## config.mk

```make
export PLATFORM = sky130hd
export DESIGN_NAME = speed_control_sat
export DESIGN_NICKNAME = d
export VERILOG_FILES = /design/src/rtl/speed_control_sat_pkg.sv /design/src/rtl/speed_control_sat_btn_sync_edge.sv /design/src/rtl/speed_control_sat.sv
export SDC_FILE = /design/constraint.sdc
export NUM_CORES = 1
export LEC_CHECK = 0
export ABC_AREA = 1
export CAP_MARGIN = 20
export CORE_MARGIN = 2
export CORE_UTILIZATION = 45
export DETAILED_ROUTE_END_ITERATION = 10
export HOLD_SLACK_MARGIN = 0.06
export PLACE_DENSITY = 0.67
export SLEW_MARGIN = 30
export SYNTH_ARGS = -nofsm -noshare
export SYNTH_HDL_FRONTEND = slang
export SYNTH_SLANG_ARGS = --single-unit
```

## constraint.sdc

```tcl
create_clock -name clk -period 2.7 [get_ports clk]
set_input_delay 0.54 -clock clk [delete_from_list [all_inputs] [get_ports clk]]
set_output_delay 0.54 -clock clk [all_outputs]
set_load 0.1 [all_outputs]
```

## src/rtl/speed_control_sat_pkg.sv

```systemverilog
// speed_ctrl_pkg: shared types and constants for the read-rate speed controller.
// Latency: n/a (types and constants only).
// Backpressure: n/a.
package speed_ctrl_pkg;

  // Flops in each button synchroniser before the edge-detect flop.
  localparam int SYNC_STAGES = 2;

  // Cycles after reset release during which button pulses are ignored. This
  // covers the time the synchronisers take to refill with a held level.
  localparam int GUARD_CYCLES = 3;

  // Command that wins arbitration in a given cycle.
  typedef enum logic [1:0] {
    CMD_NONE,
    CMD_UP,
    CMD_DOWN,
    CMD_RESET
  } cmd_t;

endpackage

```

## src/rtl/speed_control_sat_btn_sync_edge.sv

```systemverilog
// btn_sync_edge: synchronises one asynchronous button level and emits a rising-edge pulse.
// Latency: a level seen at edge E1 gives a pulse during the cycle after edge E(SYNC_STAGES).
// Backpressure: none; the pulse is one cycle wide and is not held.
//
// Ports:
//   clk, reset_n : clock and synchronous active-low reset
//   btn          : raw asynchronous button level
//   level        : synchronised level (last synchroniser stage)
//   pulse        : one-cycle pulse on a synchronised 0->1 transition
module btn_sync_edge #(
  parameter int SYNC_STAGES = 2  // must be >= 2
) (
  input  logic clk,
  input  logic reset_n,
  input  logic btn,
  output logic level,
  output logic pulse
);

  logic [SYNC_STAGES-1:0] sync_q;
  logic                   edge_q;

  always_ff @(posedge clk) begin
    if (!reset_n) begin
      sync_q <= '0;
      edge_q <= 1'b0;
    end else begin
      sync_q <= {sync_q[SYNC_STAGES-2:0], btn};
      edge_q <= sync_q[SYNC_STAGES-1];
    end
  end

  assign level = sync_q[SYNC_STAGES-1];
  assign pulse = sync_q[SYNC_STAGES-1] & ~edge_q;

endmodule

```

## src/rtl/speed_control_sat.sv

```systemverilog
// speed_control_sat: saturating divider terminal count driven by speed up/down/reset buttons.
// Latency: button high before edge E1 -> out_count_to (and flags) updated at edge E3.
// Backpressure: none; presses are level-edge events, simultaneous up+down is dropped.
//
// Ports:
//   clk, reset_n  : clock and synchronous active-low reset
//   speed_up      : async level; press lowers the count by STEP (faster), floor MIN_COUNT
//   speed_down    : async level; press raises the count by STEP (slower), ceiling MAX_COUNT
//   speed_reset   : async level; press restores DEFAULT_COUNT (wins over up/down)
//   out_count_to  : registered terminal count for the read-rate divider
//   at_min/at_max : registered, high while out_count_to sits on a bound
//   count_changed : one-cycle pulse coinciding with a new out_count_to value
//
// Optional build macro SPEED_CONTROL_HOLD_REPEAT_EN: a held up/down button
// re-steps every REPEAT_CYCLES cycles after the accepted press.
module speed_control_sat
  import speed_ctrl_pkg::*;
#(
  parameter int unsigned WIDTH         = 32,
  parameter int unsigned DEFAULT_COUNT = 1137,
  parameter int unsigned STEP          = 16,
  parameter int unsigned MIN_COUNT     = 1,
  parameter int unsigned MAX_COUNT     = 4095,
  parameter int unsigned REPEAT_CYCLES = 25000000
) (
  input  logic             clk,
  input  logic             reset_n,
  input  logic             speed_up,
  input  logic             speed_down,
  input  logic             speed_reset,
  output logic [WIDTH-1:0] out_count_to,
  output logic             at_min,
  output logic             at_max,
  output logic             count_changed
);

  localparam int W1 = WIDTH + 1;

  localparam logic [WIDTH-1:0] DEF_W  = WIDTH'(DEFAULT_COUNT);
  localparam logic [WIDTH-1:0] MIN_W  = WIDTH'(MIN_COUNT);
  localparam logic [WIDTH-1:0] MAX_W  = WIDTH'(MAX_COUNT);
  localparam logic [WIDTH-1:0] STEP_W = WIDTH'(STEP);
  localparam logic [WIDTH:0]   STEP_X = W1'(STEP);
  localparam logic [WIDTH:0]   MAX_X  = W1'(MAX_COUNT);
  // Below this the decrement would cross MIN_COUNT.
  localparam logic [WIDTH:0]   FLOOR_X = W1'(MIN_COUNT) + STEP_X;

  localparam logic [1:0] GUARD_DONE = 2'(GUARD_CYCLES);

  // ---------------------------------------------------------------------------
  // Button front ends
  // ---------------------------------------------------------------------------
  logic up_lvl, dn_lvl, rst_lvl;
  logic up_pls, dn_pls, rst_pls;

  btn_sync_edge #(.SYNC_STAGES(SYNC_STAGES)) u_sync_up (
    .clk    (clk),
    .reset_n(reset_n),
    .btn    (speed_up),
    .level  (up_lvl),
    .pulse  (up_pls)
  );

  btn_sync_edge #(.SYNC_STAGES(SYNC_STAGES)) u_sync_dn (
    .clk    (clk),
    .reset_n(reset_n),
    .btn    (speed_down),
    .level  (dn_lvl),
    .pulse  (dn_pls)
  );

  btn_sync_edge #(.SYNC_STAGES(SYNC_STAGES)) u_sync_rst (
    .clk    (clk),
    .reset_n(reset_n),
    .btn    (speed_reset),
    .level  (rst_lvl),
    .pulse  (rst_pls)
  );

  // A button held through reset refills the synchroniser and would look like
  // a fresh edge; pulses are ignored until the guard count has elapsed.
  logic [1:0] guard_q;
  logic       armed;

  always_ff @(posedge clk) begin
    if (!reset_n) begin
      guard_q <= 2'd0;
    end else if (guard_q != GUARD_DONE) begin
      guard_q <= guard_q + 2'd1;
    end
  end

  assign armed = (guard_q == GUARD_DONE);

  logic up_p, dn_p, rst_p;
  assign up_p  = up_pls  & armed;
  assign dn_p  = dn_pls  & armed;
  assign rst_p = rst_pls & armed;

  // ---------------------------------------------------------------------------
  // Hold repeat
  // ---------------------------------------------------------------------------
  logic rep_up, rep_dn;

`ifdef SPEED_CONTROL_HOLD_REPEAT_EN
  localparam logic [WIDTH-1:0] REP_LAST = WIDTH'(REPEAT_CYCLES - 1);

  logic             hold_act_q;
  logic             hold_up_q;
  logic [WIDTH-1:0] hold_cnt_q;
  logic             dir_lvl, both_lvl, rep_fire;

  always_comb begin
    dir_lvl  = hold_up_q ? up_lvl : dn_lvl;
    both_lvl = up_lvl & dn_lvl;
    rep_fire = hold_act_q & dir_lvl & ~both_lvl & ~rst_p & (hold_cnt_q == REP_LAST);
  end

  assign rep_up = rep_fire &  hold_up_q;
  assign rep_dn = rep_fire & ~hold_up_q;

  // The counter starts on an accepted single-direction press and stops on
  // release, a reset press or both buttons held.
  always_ff @(posedge clk) begin
    if (!reset_n) begin
      hold_act_q <= 1'b0;
      hold_up_q  <= 1'b0;
      hold_cnt_q <= '0;
    end else if ((up_p ^ dn_p) && !rst_p) begin
      hold_act_q <= 1'b1;
      hold_up_q  <= up_p;
      hold_cnt_q <= '0;
    end else if (!hold_act_q) begin
      hold_cnt_q <= '0;
    end else if (rst_p || both_lvl || !dir_lvl) begin
      hold_act_q <= 1'b0;
      hold_cnt_q <= '0;
    end else if (rep_fire) begin
      hold_cnt_q <= '0;
    end else begin
      hold_cnt_q <= hold_cnt_q + WIDTH'(1);
    end
  end

  logic unused_lvl;
  assign unused_lvl = rst_lvl;
`else
  assign rep_up = 1'b0;
  assign rep_dn = 1'b0;

  logic unused_lvl;
  assign unused_lvl = ^{up_lvl, dn_lvl, rst_lvl};
  localparam int unsigned unused_repeat_cycles = REPEAT_CYCLES;
`endif

  // ---------------------------------------------------------------------------
  // Arbitration and saturating update
  // ---------------------------------------------------------------------------
  logic up_req, dn_req;
  cmd_t cmd;

  assign up_req = up_p | rep_up;
  assign dn_req = dn_p | rep_dn;

  always_comb begin
    cmd = CMD_NONE;
    if (rst_p) begin
      cmd = CMD_RESET;
    end else if (up_req && !dn_req) begin
      cmd = CMD_UP;
    end else if (dn_req && !up_req) begin
      cmd = CMD_DOWN;
    end
  end

  logic [WIDTH-1:0] count_q, next_count;
  logic [WIDTH:0]   cnt_x, inc_x;

  always_comb begin
    cnt_x      = {1'b0, count_q};
    inc_x      = cnt_x + STEP_X;
    next_count = count_q;
    unique case (cmd)
      CMD_RESET: next_count = DEF_W;
      CMD_UP:    next_count = (cnt_x < FLOOR_X) ? MIN_W : (count_q - STEP_W);
      CMD_DOWN:  next_count = (inc_x > MAX_X) ? MAX_W : inc_x[WIDTH-1:0];
      default:   next_count = count_q;
    endcase
  end

  logic at_min_q, at_max_q, changed_q;

  always_ff @(posedge clk) begin
    if (!reset_n) begin
      count_q   <= DEF_W;
      at_min_q  <= (DEF_W == MIN_W);
      at_max_q  <= (DEF_W == MAX_W);
      changed_q <= 1'b0;
    end else begin
      count_q   <= next_count;
      at_min_q  <= (next_count == MIN_W);
      at_max_q  <= (next_count == MAX_W);
      changed_q <= (next_count != count_q);
    end
  end

  assign out_count_to  = count_q;
  assign at_min        = at_min_q;
  assign at_max        = at_max_q;
  assign count_changed = changed_q;

endmodule
```

# [Yosys cells after proc, flatten, opt, wreduce, memory -nomap -nowiden]
# Index checks and enable logic that the tools add are counted.
[totals] regBits=46 word_cells=43
[op_classes] n_eq_ne=8 n_bitwise=9 reduce_logical=4 add_sub_neg=3 magnitude_cmp=2 n_mux=6
[op_table] operator="$pmux 32 s3" count=1
[op_table] operator="$mux 32" count=2
[op_table] operator="$add 32x5->33 const B" count=1
[op_table] operator="$gt 33x12->1 const B" count=1
[op_table] operator="$eq 32x1->1 const B" count=1
[op_table] operator="$eq 32x12->1 const B" count=1
[op_table] operator="$lt 32x5->1 const B" count=1
[op_table] operator="$ne 32x32->1" count=1
[op_table] operator="$sub 32x5->32 const B" count=1
[op_table] operator="$and 1x1->1" count=6
[op_table] operator="$eq 2x2->1 const B" count=3
[op_table] operator="$mux 2" count=3
[op_table] operator="$not 1->1" count=3
[op_table] operator="$add 2x1->2 const B" count=1
[op_table] operator="$eq 2x1->1 const B" count=1
[op_table] operator="$logic_and 1x1->1" count=2
[op_table] operator="$logic_not 1->1" count=2
[op_table] operator="$ne 2x2->1 const B" count=1

# [Longest topological paths before layout]
# Gate-level depths: netlist of the first run.
[depth] depth_word=11 depth_mapped=21

# [Modules after synthesis]
# From an unflattened synthesis of the first run, not the netlist that was laid out.
[hier_totals] hier_cells=756 area_unflattened_um2=4260.3
[modules_own_cells] mod="speed_control_sat" cells_each=723 seq_area_each_um2=740.7 area_each_um2=3982.6 instances=1
[modules_own_cells] mod="btn_sync_edge" cells_each=11 seq_area_each_um2=60.1 area_each_um2=92.6 instances=3

# [Worst setup path after synthesis of the first run]
# OpenSTA, ideal clock, no wires.
[synth_timing] path_kind="register -> register" start="register count_q[4] (netlist: out_count_to[4])" end="register changed_q (netlist: count_changed)" arrival_time_ns=3.112 setup_ns=0.131 slack_ns=-0.544 path_stages_with_launch=22 n_path_buf=1 synth_period_minus_slack_ns=3.244 required_ns=2.569 path_cell_list="dfxtp_1 -> ha_1 -> nand2_1 -> nor2_2 -> nand2_1 -> nor2_2 -> nand2_1 -> nand2_1 -> nand2_1 -> nor2_1 -> nand2_1 -> nor2_2 -> nand3_4 -> nand2_4 -> buf_6 -> nand2_1 -> nand3_1 -> nand2_1 -> nor2_1 -> nand2_1 -> nor2_1 -> a21oi_1"
[synth_via] elab_chain_cells=5 word_cells_on_any_way=8
[synth_rtl] element="from (decl)" line="speed_control_sat.sv:176" rtl="logic [WIDTH-1:0] count_q, next_count;"
[synth_rtl] element="from (signal assigned)" line="speed_control_sat.sv:200" rtl="count_q <= next_count;"
[synth_rtl] element="$add 32x5->33" line="speed_control_sat.sv:181" rtl="inc_x = cnt_x + STEP_X;"
[synth_rtl] element="$gt 33x12->1" line="speed_control_sat.sv:186" rtl="CMD_DOWN: next_count = (inc_x > MAX_X) ? MAX_W : inc_x[WIDTH-1:0];"
[synth_rtl] element="$mux 32" line="speed_control_sat.sv:186"
[synth_rtl] element="$pmux 32 s3" line="speed_control_sat.sv:183" rtl="unique case (cmd)"
[synth_rtl] element="$ne 32x32->1 *" line="speed_control_sat.sv:203" rtl="changed_q <= (next_count != count_q);"
[synth_rtl] element="to (signal assigned)" line="speed_control_sat.sv:203"
[synth_rtl] element="to (decl)" line="speed_control_sat.sv:191" rtl="logic at_min_q, at_max_q, changed_q;"
# Every way passes the cells marked *; elsewhere a longest branch is shown, timed or not.
# A chain may end at the register's enable or synchronous reset.

# [Worst setup path in the final report of the first run]
[layout_timing] start="register count_q[5] (netlist: out_count_to[5])" end="register at_min_q (netlist: at_min)"
[layout_via] elab_chain_cells=5 word_cells_on_any_way=8
[layout_rtl] element="$add 32x5->33" line="speed_control_sat.sv:181"
[layout_rtl] element="$gt 33x12->1" line="speed_control_sat.sv:186"
[layout_rtl] element="$mux 32" line="speed_control_sat.sv:186"
[layout_rtl] element="$pmux 32 s3 *" line="speed_control_sat.sv:183"
[layout_rtl] element="$eq 32x1->1 *" line="speed_control_sat.sv:201" rtl="at_min_q <= (next_count == MIN_W);"
[layout_rtl] element="to (signal assigned)" line="speed_control_sat.sv:196" rtl="at_min_q <= (DEF_W == MIN_W);"
[layout_rtl] element="to (signal assigned)" line="speed_control_sat.sv:201"
[layout_rtl] element="to (decl)" line="speed_control_sat.sv:191"
# Marks and branches as above.

==> impl_summary.log, run 1 <==
[metrics] ANT nets after route: 0
[metrics] Design Power: ~2 mW
[metrics] drt drc: 0
[metrics] worst flop-to-flop path startpoint: out_count_to[5]
[metrics] proportion of layout cells with a drive suffix above 1: 0.315
[metrics] multi-input logic area: around 3000 um^2
[metrics] total number of placement rows: 34
[metrics] CTS H-Tree Depth: 2
[metrics] Crit path largest cell delay: around 0.4 ns
[metrics] sort of element at the end of the critical path: flop
[metrics] Power Dens Cells: between 300 and 400 nW/um^2
[metrics] highest clock rate: 375 MHz
[metrics] Crit-path slowest cell: sky130_fd_sc_hd__dfxtp_4
[metrics] highest fanout seen on the critical path: 7
[metrics] CP Launch Point: out_count_to[5]
[metrics] max-cap violations: 0
[metrics] placed insts: 923
[metrics] TritonRoute pass-1 iters: 6
[metrics] result of the run: finished clean
[metrics] clock tree skew after final layout: between 0.01 and 0.015 ns
[metrics] type of element launching the critical path: flop
[metrics] Detailed Place HPWL: ~13 mm
[metrics] number of unique standard cell types used by synthesis: 40
[metrics] worst reg2reg path depth: 17
[metrics] overflow left after global routing: 0
[metrics] area of the die: ~10000 um^2
[metrics] min Tclk post-route: approximately 2.7 ns
[metrics] Clk Latency, worst-skew pair: between 0.3 and 0.4 ns
[metrics] number of enable-type register cells in the synthesized netlist: 0
[metrics] number of global-route vias before repair: about 4800
[metrics] wire length of the first global-routing pass: 25.3 mm
[metrics] initial antenna violation count: 0
[metrics] total routing resource utilization after global routing: 0.330
[metrics] final setup fails: 0
[metrics] commonest register cell after synthesis: sky130_fd_sc_hd__dfxtp_1
[metrics] largest net degree at the start of global routing: 40
[metrics] FFs w/ async S/R, synth: 0
[metrics] post-synthesis sequential element count: 46
[metrics] final worst-path cycle share: 0.988
[metrics] clock root cell: sky130_fd_sc_hd__clkbuf_8
[metrics] commonest cells after routing, fill and taps aside: sky130_fd_sc_hd__nand2_1, sky130_fd_sc_hd__nor2_1, sky130_fd_sc_hd__buf_4
[metrics] final instance count without filler cells: 962
[metrics] minimum setup slack among reg-to-reg paths: 0.03 ns
[metrics] Critical Path Most Common Cell: sky130_fd_sc_hd__nand2_1
[metrics] capturing point of the worst reg2reg path: at_min
[metrics] buffers added on ports: 39
[metrics] classification of the worst setup path: flop to flop
[metrics] chip width: around 100 um
[metrics] worst-path cell chain: inv_1, ha_4, nand2_1, nor2_1, nand3_1, nor3_2, nand2_1, nand3_2, nor2_4, nand3_4, nand2_4, buf_4, a22oi_2, nand2_1, nor2_1, nand3_1, nor3_2
[metrics] Layout Nets: around 860
[metrics] CTS tree: yes
[metrics] buffer and inverter count on the worst path: 2
[metrics] number of violations reported at the end of detailed-routing iteration 0: ~570
[metrics] worst endpoint required time: around 3.0 ns
[metrics] share of synthesized area occupied by flip-flops and latches: 0.223
[metrics] clk slew on worst S/H paths: roughly 0.12 ns
[metrics] mean cell area of the mapped netlist: 5.57 um^2
[metrics] Placement Setup Slack: -0.0681 ns
[metrics] Arr. time, crit path: just under 3 ns
[metrics] number of standard cells after synthesis: between 700 and 800
[metrics] flip-flop and latch area: just under 1000 um^2
[metrics] clock tree sinks: 46
[metrics] vertical extent of the die: roughly 100 um
[metrics] most common library cell in the layout ignoring fill and taps: sky130_fd_sc_hd__nand2_1
[metrics] stages on the worst setup path: 17
[metrics] Initial Utilization: 0.468
[metrics] Max Root-Sink Buffers: 2
[metrics] pin slew with the least headroom to its limit: about 0.63 ns
[metrics] Antenna Diode Count: 0
[metrics] cell area after synthesis: 4120 um^2
[metrics] Vias per Instance: ~5.6
[metrics] setup repair after global routing missed its margin: yes
[metrics] normalized max-slew margin: 0.581
[metrics] area growth from synthesis to final layout: 38.4%
[metrics] largest vdd supply drop: approximately 0.00031 V
[metrics] routed wirelength normalized by instance count: approximately 18 um
[metrics] final count of hold timing violations: 0
[metrics] Critical Path Sink: at_min
[metrics] leakage power of the design: 2.74 nW
[metrics] overall via count from detail_route: roughly 5400
[metrics] detailed-route wire length: 17.1 mm
[metrics] Fillers: 847
[metrics] placer congestion estimate: between 1 and 1.5
[metrics] Ports: 40
[metrics] Mapped Nets: 750
[metrics] core area: just under 9000 um^2
[metrics] total clock buffers created by CTS: 5
[metrics] kind of cell adding the most delay to the critical path: simple AND/OR/NAND/NOR gates
[metrics] Synth Warn #: 0
[metrics] Final Slew Violations: 0
[metrics] kind of path behind the tightest hold check: flop to flop
[metrics] setup ws final: 0.0328 ns
[metal layers]
layer / up-vias / part of all wire / global-route usage
met5: - / 0 / 0
met4: 0 / 0.053 / 0.170
met3: 68 / 0.093 / 0.0569
met2: 307 / 0.45 / 0.509
met1: 2466 / 0.40 / 0.442
li1: 2576 / - / -
[worst min-delay path, delay by kind of cell (launching register included)]
family        cells  cell delay [ns]
flops             1             0.32
simple gates      1             0.05
buf+inv           1             0.03
[worst min path at each step]
stage	start	to	slack [ns]	depth (start not counted)
after detailed placement	u_sync_up.sync_q[0]	u_sync_up.sync_q[1]	0.41	2
final	u_sync_up.sync_q[0]	u_sync_up.sync_q[1]	0.43	2
after CTS	u_sync_up.sync_q[0]	u_sync_up.sync_q[1]	0.43	2
after floorplan	u_sync_dn.sync_q[0]	u_sync_dn.sync_q[1]	0.39	2
after global placement	u_sync_dn.sync_q[0]	u_sync_dn.sync_q[1]	0.40	2
after global routing	u_sync_rst.sync_q[0]	u_sync_rst.sync_q[1]	0.44	2
[report_power, final]
| group | switching [mW] | total [mW] | internal, mW |
|---|---|---|---|
| Combinational | 0.531 | 0.779 | 0.248 |
| Clock | 0.308 | 0.502 | 0.194 |
| Sequential | 0.0504 | 0.759 | 0.708 |
| Total | 0.889 | 2.04 | 1.15 |
[cells in the mapped netlist (8+ instances only)]
library cell	count	area [um^2]
sky130_fd_sc_hd__nand4_1	25	156
sky130_fd_sc_hd__o21ai_0	27	135
sky130_fd_sc_hd__nand3_1	67	335
sky130_fd_sc_hd__nor2_2	8	50.1
sky130_fd_sc_hd__inv_1	88	330
sky130_fd_sc_hd__buf_2	15	75.1
sky130_fd_sc_hd__a21oi_1	22	110
sky130_fd_sc_hd__xor2_1	18	158
sky130_fd_sc_hd__dfxtp_1	46	921
sky130_fd_sc_hd__nand2_1	198	743
sky130_fd_sc_hd__nor3_1	8	40.0
sky130_fd_sc_hd__nor2_1	151	567
sky130_fd_sc_hd__clkbuf_1	11	41.3
[sequential cells by signal (all words and copies together) (netlist names)]
signal and flops:
u_sync_up.sync_q 2, u_sync_up.edge_q 1, out_count_to 32, u_sync_dn.sync_q 2
at_max 1, u_sync_rst.edge_q 1, u_sync_rst.sync_q 2, at_min 1
guard_q 2, count_changed 1, u_sync_dn.edge_q 1
[cells by family after synthesis]
logic type / Yosys count / synth area share
and+or+nand+nor: 476 / 0.499
xor gates and xnor gates: 18 / 0.0382
buffers and inverters: 125 / 0.125
DFF: 46 / 0.223
adders and majority gates: 5 / 0.0152
AOI/OAI and AO/OA: 70 / 0.0989
[cell type report]
| class | count | share of cell area |
|---|---|---|
| Clock inverter | 3 | 0.00460 |
| Tap cell | 108 | 0.0237 |
| Sequential cell | 46 | 0.174 |
| Clock buffer | 5 | 0.0121 |
| Multi-Input combinational cell | 570 | 0.533 |
| Inverter | 91 | 0.0618 |
| Timing Repair Buffer | 139 | 0.190 |
[repair_timing]
item	CTS	global route
pin swaps	0	37
hold buffers	0	0
buffers inserted	0	30
endpoints found under the setup margin	3	3
gates resized for setup	5	105
gates cloned	0	1
[stage by stage]
stage / cell area, um^2 / TNS [ns] / utilization / hold WS, ns
after global routing: 5710 / -0.243 / 0.648 / 0.444
after global placement: 4980 / -0.0287 / 0.566 / 0.398
after detailed placement: 4980 / -0.0681 / 0.566 / 0.407
after CTS: 5100 / 0 / 0.579 / 0.430
after floorplan: 4170 / 0 / - / 0.390
final: 5710 / 0 / 0.648 / 0.429
(Power assumes the default switching activity.)
==> run 2, diff against run 1 <==
--- a/config.mk
+++ b/config.mk
@@ -9,6 +9,7 @@
 export CAP_MARGIN = 20
 export CORE_MARGIN = 2
 export CORE_UTILIZATION = 45
+export CTS_CLUSTER_SIZE = 28
 export DETAILED_ROUTE_END_ITERATION = 10
 export HOLD_SLACK_MARGIN = 0.06
 export PLACE_DENSITY = 0.67
==> results of run 2 <==
No change in the layout: final DEF, timing and power equal those of run 1.
==> run 3, diff against run 2 <==
--- a/config.mk
+++ b/config.mk
@@ -6,14 +6,13 @@
 export NUM_CORES = 1
 export LEC_CHECK = 0
 export ABC_AREA = 1
-export CAP_MARGIN = 20
 export CORE_MARGIN = 2
 export CORE_UTILIZATION = 45
 export CTS_CLUSTER_SIZE = 28
 export DETAILED_ROUTE_END_ITERATION = 10
 export HOLD_SLACK_MARGIN = 0.06
 export PLACE_DENSITY = 0.67
-export SLEW_MARGIN = 30
+export SLEW_MARGIN = 40
 export SYNTH_ARGS = -nofsm -noshare
 export SYNTH_HDL_FRONTEND = slang
 export SYNTH_SLANG_ARGS = --single-unit
==> results of run 3 <==
No change in the layout: final DEF, timing and power equal those of run 1.
